**config.mk**
```make
export PLATFORM = sky130hd
export DESIGN_NAME = pipe_addsub
export DESIGN_NICKNAME = d
export VERILOG_FILES = /design/src/rtl/pipe_addsub.sv
export SDC_FILE = /design/constraint.sdc
export NUM_CORES = 1
export LEC_CHECK = 0
export CORE_ASPECT_RATIO = 1.5
export CORE_UTILIZATION = 45
export DETAILED_ROUTE_END_ITERATION = 8
export PLACE_DENSITY = 0.67
export SYNTH_ARGS = -nofsm -noshare
export SYNTH_HDL_FRONTEND = slang
export SYNTH_SLANG_ARGS = --single-unit
export TNS_END_PERCENT = 5
```
**constraint.sdc**
```tcl
create_clock -name clk -period 2.4 [get_ports clk]
set_input_delay 0.48 -clock clk [delete_from_list [all_inputs] [get_ports clk]]
set_output_delay 0.48 -clock clk [all_outputs]
set_load 0.02 [all_outputs]
```
**src/rtl/pipe_addsub.sv**
```systemverilog
// Carry-pipelined adder/subtractor: L = N/K stages, each adding one K-bit chunk.
// Upper operand chunks travel through skew registers, finished low chunks through de-skew registers.
module pipe_addsub #(
  parameter int N = 16,
  parameter int K = 4
) (
  input  logic         clk,
  input  logic         rst_n,
  input  logic         in_valid,
  output logic         in_ready,
  input  logic [N-1:0] a,
  input  logic [N-1:0] b,
  input  logic         cin,
  input  logic         op_sub,
  output logic         out_valid,
  input  logic         out_ready,
  output logic [N-1:0] sum,
  output logic         cout,
  output logic         ovf
);

  localparam int L = N / K;

  logic         adv;
  logic [N-1:0] b_eff;
  logic         cin_eff;
  logic         ovf_q;

  // Subtraction is a + ~b + ~cin, so op_sub is folded into the operands once at entry.
  assign b_eff    = b ^ {N{op_sub}};
  assign cin_eff  = cin ^ op_sub;
  assign adv      = ~out_valid | out_ready;
  assign in_ready = adv;

  for (genvar i = 0; i < L; i++) begin : g_stage
    logic [K-1:0]       ach;
    logic [K-1:0]       bch;
    logic               ci;
    logic               vi;
    logic [K:0]         part;
    logic [(i+1)*K-1:0] s_d;
    logic               v_q;
    logic               c_q;
    logic [(i+1)*K-1:0] s_q;

    if (i == 0) begin : g_src
      assign ach = a[K-1:0];
      assign bch = b_eff[K-1:0];
      assign ci  = cin_eff;
      assign vi  = in_valid;
      assign s_d = part[K-1:0];
    end else begin : g_src
      assign ach = g_stage[i-1].g_skew.a_q[K-1:0];
      assign bch = g_stage[i-1].g_skew.b_q[K-1:0];
      assign ci  = g_stage[i-1].c_q;
      assign vi  = g_stage[i-1].v_q;
      assign s_d = {part[K-1:0], g_stage[i-1].s_q};
    end

    assign part = {1'b0, ach} + {1'b0, bch} + {{K{1'b0}}, ci};

    // NOTE: non-blocking assignments make every stage sample its predecessor's
    // pre-edge value; blocking ones would let data race through several stages per clock.
    always_ff @(posedge clk or negedge rst_n) begin
      if (!rst_n) begin
        v_q <= 1'b0;
        c_q <= 1'b0;
        s_q <= '0;
      end else if (adv) begin
        v_q <= vi;
        c_q <= part[K];
        s_q <= s_d;
      end
    end

    // Operand chunks not yet consumed ride along, shifted so the next chunk sits at bit 0.
    if (i < L - 1) begin : g_skew
      localparam int UW = N - (i + 1) * K;
      logic [UW-1:0] a_d;
      logic [UW-1:0] b_d;
      logic [UW-1:0] a_q;
      logic [UW-1:0] b_q;

      if (i == 0) begin : g_tap
        assign a_d = a[N-1:K];
        assign b_d = b_eff[N-1:K];
      end else begin : g_tap
        assign a_d = g_stage[i-1].g_skew.a_q[UW+K-1:K];
        assign b_d = g_stage[i-1].g_skew.b_q[UW+K-1:K];
      end

      always_ff @(posedge clk or negedge rst_n) begin
        if (!rst_n) begin
          a_q <= '0;
          b_q <= '0;
        end else if (adv) begin
          a_q <= a_d;
          b_q <= b_d;
        end
      end
    end

    // The last chunk holds both operand MSBs, so overflow is resolved there.
    if (i == L - 1) begin : g_ovf
      always_ff @(posedge clk or negedge rst_n) begin
        if (!rst_n) begin
          ovf_q <= 1'b0;
        end else if (adv) begin
          ovf_q <= (ach[K-1] == bch[K-1]) && (part[K-1] != ach[K-1]);
        end
      end
    end
  end

  assign out_valid = g_stage[L-1].v_q;
  assign sum       = g_stage[L-1].s_q;
  assign cout      = g_stage[L-1].c_q;
  assign ovf       = ovf_q;

endmodule

```
==> reports/results.env <==
OUTCOME='finished, final reports clean'
INITIAL_UTILIZATION_PCT=46.4
SEQ_AREA_SQ_UM=2430
SYNTH_CELL_TYPE_COUNT=27
ROWS=43
FINAL_MIN_PERIOD_OVER_CLOCK_PERIOD_PCT=92.4
DRT-VIAS-PER-INSTANCE=4.87
FP.DIEW_MICRONS=82.0
CLOCKROOTBUFFER='sky130_fd_sc_hd__clkbuf_16'
FIRST_GLOBAL_VIAS=3140
GRT_ANTENNA_BEFORE_REPAIR=0
SYN_AREA_SQ_UM=4320
CRITICAL_PATH.REG2REG.STARTPOINT='g_stage[2].c_q'
POST-SYNTH-TOP-AREA-CELL='sky130_fd_sc_hd__dfrtp_1'
HOLDBUFCOUNTCTS=0
IO-PIN-COUNT=58
TIMING.MAX_CAP.VIOLATIONS=0
NNETSFINAL=574
TIMING.CLOCK.SKEW_NS=0.00525
AREA_GROWTH_PCT=21.9
FMAX_GHz=0.451
TIMING.REG2REG.WORST_PATH_DEPTH=5
WORSTMARGINPINSLEW_NS=0.611
FIRST_PASS_GRT_WIRE_LENGTH_MICRONS=13600
CLKLATENCYLATEPIN_NS=0.33
REG2REG_SETUP_SLACK_NS=0.53
MULTI_INPUT_AREA_SQ_UM=1730
ASYNC_RESET_FF_SHARE_PCT=100
FINALSETUPTNS_NS=0
FINAL_CORE_UTILIZATION_PCT=56.6
FINAL_HOLD_SLACK_NS=0.156
FINALWIRELENGTH_MICRONS=7780
SYNTH_MOST_COMMON_CELL='sky130_fd_sc_hd__nand2_1'
FLOORPLAN.CORE_AREA_SQ_UM=9310
DETAILEDROUTE.FIRSTPASSITERATIONCOUNT=4
FINAL-MAX-SLEW-VIOLATION-COUNT=0
GRT-OVFL-TOTAL=0
DRT_ITER0_MARKERS=163
FINAL.FILL_COUNT=854
DIE_AR_SQ_UM=10000
YS_DOMINANT_REG_CELL='sky130_fd_sc_hd__dfrtp_1'
SYNTHESIS.NETS=520
SYNTH_CELLS=462
FIN_CRIT_NS=2.22
SEQ_AREA_FRAC_SYNTH_PCT=56.2
CLOCK_TREE.HTREE_LEVEL_COUNT=3
SYNTH.AVG_CELL_AREA_SQ_UM=9.35
TRITONCTS_NUM_SINKS=97
WORST_SLEW_MARGIN_REL_PCT=59.2
SYNTH.YOSYS.WARNINGS=0
WORST_HOLD_PATH_CLASS='input pin to asynchronous set/reset pin'
CLOCK_TREE_FROM_TRITONCTS='built'
PEAKVDDDROP_V=0.00130
FINAL_ANTENNA_DIODE_COUNT=0
DR_TOTAL_VIAS=3071
REPORT.FINAL.HOLD_VIOL_COUNT=0
FP.DIEH_MICRONS=122
SETUP_REPAIR_AFTER_GLOBAL_ROUTING_MISSED_ITS_MARGIN='no'
SETUP_VIOL=0
CRITICAL_PATH.MAX_FANOUT=2
CRITPATHCAPTURETYPE='output pin'
GRT_START_MAX_NET_PINS=108
PORT_BUFFERS=57
SYNTH.TOP_CELL.AREA_SHARE_PCT=56.2
SYNTH.FF_LATCH_COUNT=97
WORST-SETUP-PATH-TYPE='input pin to output pin'
SYNTH_EDF_COUNT=0
TOTAL_LEAKAGE_POWER_nW=2.63
ANTENNA_VIOLATING_NETS_POST_ROUTE=0
WORST_SETUP_HOLD_PATH_CLK_SLEW_NS=0.06
NETLIST_TOP_CELLS_AREA='sky130_fd_sc_hd__dfrtp_1, sky130_fd_sc_hd__nand2_1, sky130_fd_sc_hd__fa_1, sky130_fd_sc_hd__ha_1, sky130_fd_sc_hd__xnor2_1'
DP_HPWL_MICRONS=5120
SYNTH.CELLS.MOST_FREQUENT='sky130_fd_sc_hd__nand2_1, sky130_fd_sc_hd__dfrtp_1, sky130_fd_sc_hd__o21ai_0'
CTS-BUFFERS-INSERTED=9
DETAIL_ROUTE.WL_PER_CELL_MICRONS=12.4
CRIT_ARRIVAL_NS=1.74
ROUTABILITYCONGESTION=0.839
CP_DATA_REQUIRED_TIME_NS=1.92
R2R_END='cout'
LARGEST_BUFFER_COUNT_ON_ANY_CLOCK_PATH=2
TIMING.CRITICAL_PATH.FROM_TYPE='input pin'
POWER-PER-CELL-AREA_nW_PER_UM2=1230
GLOBAL_ROUTE.USAGE.TOTAL_PCT=17.8
DRIVE_ABOVE_1_SHARE_PCT=4.44
DETAIL_ROUTE.DRC_VIOLATIONS=0
cells in the final DEF (no fill, tap or decap), types with 2 or more instances in the layout:
cell type and instances:
sky130_fd_sc_hd__fa_1 8, sky130_fd_sc_hd__a21o_1 5, sky130_fd_sc_hd__a211oi_1 2, sky130_fd_sc_hd__dfrtp_1 97, sky130_fd_sc_hd__clkdlybuf4s50_1 55, sky130_fd_sc_hd__inv_1 9, sky130_fd_sc_hd__o21ai_0 18, sky130_fd_sc_hd__mux2i_1 3
sky130_fd_sc_hd__xor2_1 6, sky130_fd_sc_hd__or4_1 3, sky130_fd_sc_hd__ha_1 12, sky130_fd_sc_hd__nand3_1 4, sky130_fd_sc_hd__nor2b_1 4, sky130_fd_sc_hd__nand2_1 226, sky130_fd_sc_hd__nor2_1 6, sky130_fd_sc_hd__o2111ai_1 3
sky130_fd_sc_hd__buf_12 3, sky130_fd_sc_hd__buf_4 7, sky130_fd_sc_hd__clkbuf_16 9, sky130_fd_sc_hd__clkbuf_1 2, sky130_fd_sc_hd__a21oi_1 12, sky130_fd_sc_hd__a21boi_0 2, sky130_fd_sc_hd__xnor2_1 14
per-stage QoR:
stage / area, sq um / power [mW] / worst slack [ns] / cells
after floorplan: 4320 / 4.46 / 0.0793 / 462
after global placement: 5010 / 5.17 / -0.276 / 617
after detailed placement: 5010 / 5.30 / -0.333 / 617
after CTS: 5260 / 6.59 / 0.0216 / 630
after global routing: 5270 / 7.05 / 0.146 / 630
final: 5270 / 6.49 / 0.182 / 630
power by group:
| part | total, mW | switching (mW) | internal (mW) | leakage (nW) |
|---|---|---|---|---|
| logic | 2.46 | 1.36 | 1.10 | 1.33 |
| clock network | 1.24 | 0.533 | 0.712 | 0.124 |
| registers | 2.78 | 0.420 | 2.36 | 1.18 |
state kept, by name (all words and copies together), names as in the netlist:
register / cells
g_stage.g_skew.b_q: 24
sum: 16
ovf: 1
g_stage.c_q: 3
g_stage.g_skew.a_q: 24
g_stage.s_q: 24
out_valid: 1
g_stage.v_q: 3
cout: 1
cell type report:
class / instances / share of cell area (%)
tap: 112 / 2.66
inverter: 10 / 0.713
timing repair buffer: 66 / 12.8
clock buffer: 12 / 4.68
multi-input combinational: 332 / 32.9
clock inverter: 1 / 0.0950
sequential: 97 / 46.1
critical path, cell delays in order:
cell and delay, ns:
sky130_fd_sc_hd__clkdlybuf4s50_1 0.51, sky130_fd_sc_hd__nor2b_4 0.06, sky130_fd_sc_hd__inv_2 0.07, sky130_fd_sc_hd__clkdlybuf4s50_1 0.61
per-layer routing:
layer | track usage [%] | vias up | share of wire, %
li1 | - | 1565 | -
met1 | 21.6 | 1436 | 45
met2 | 30.8 | 56 | 51
met3 | 2.25 | 14 | 2.7
met4 | 7.79 | 0 | 2.2
met5 | 0 | - | 0
how the worst max path moves through the flow:
stage	slack, ns	endpoint	from	cells past startpoint
floorplan	0.08	g_stage[0].c_q	op_sub	8
global placement	-0.28	g_stage[0].c_q	op_sub	7
detailed placement	-0.33	g_stage[0].c_q	op_sub	7
CTS	0.02	g_stage[0].c_q	op_sub	7
global route	0.15	g_stage[0].c_q	b[0]	7
finish	0.18	in_ready	out_ready	4
cell families (layout without fill, tap and decap cells):
group	count (synthesis)	count (layout)	synth area share (%)
AO/OA/AOI/OAI	44	44	6.02
XOR/XNOR	20	20	4.05
adder cells (fa/ha/maj)	20	20	7.18
buffers and inverters	33	89	3.68
flip-flops	97	97	56.2
multiplexers	3	3	0.695
AND/OR/NAND/NOR	245	245	22.2
what timing repair did:
action                     CTS  global route
gates resized for setup      0             1
setup endpoints to repair    0             1
buffers inserted             0             0
hold endpoints to repair     0             0
Power figures use the tool's default switching activity.
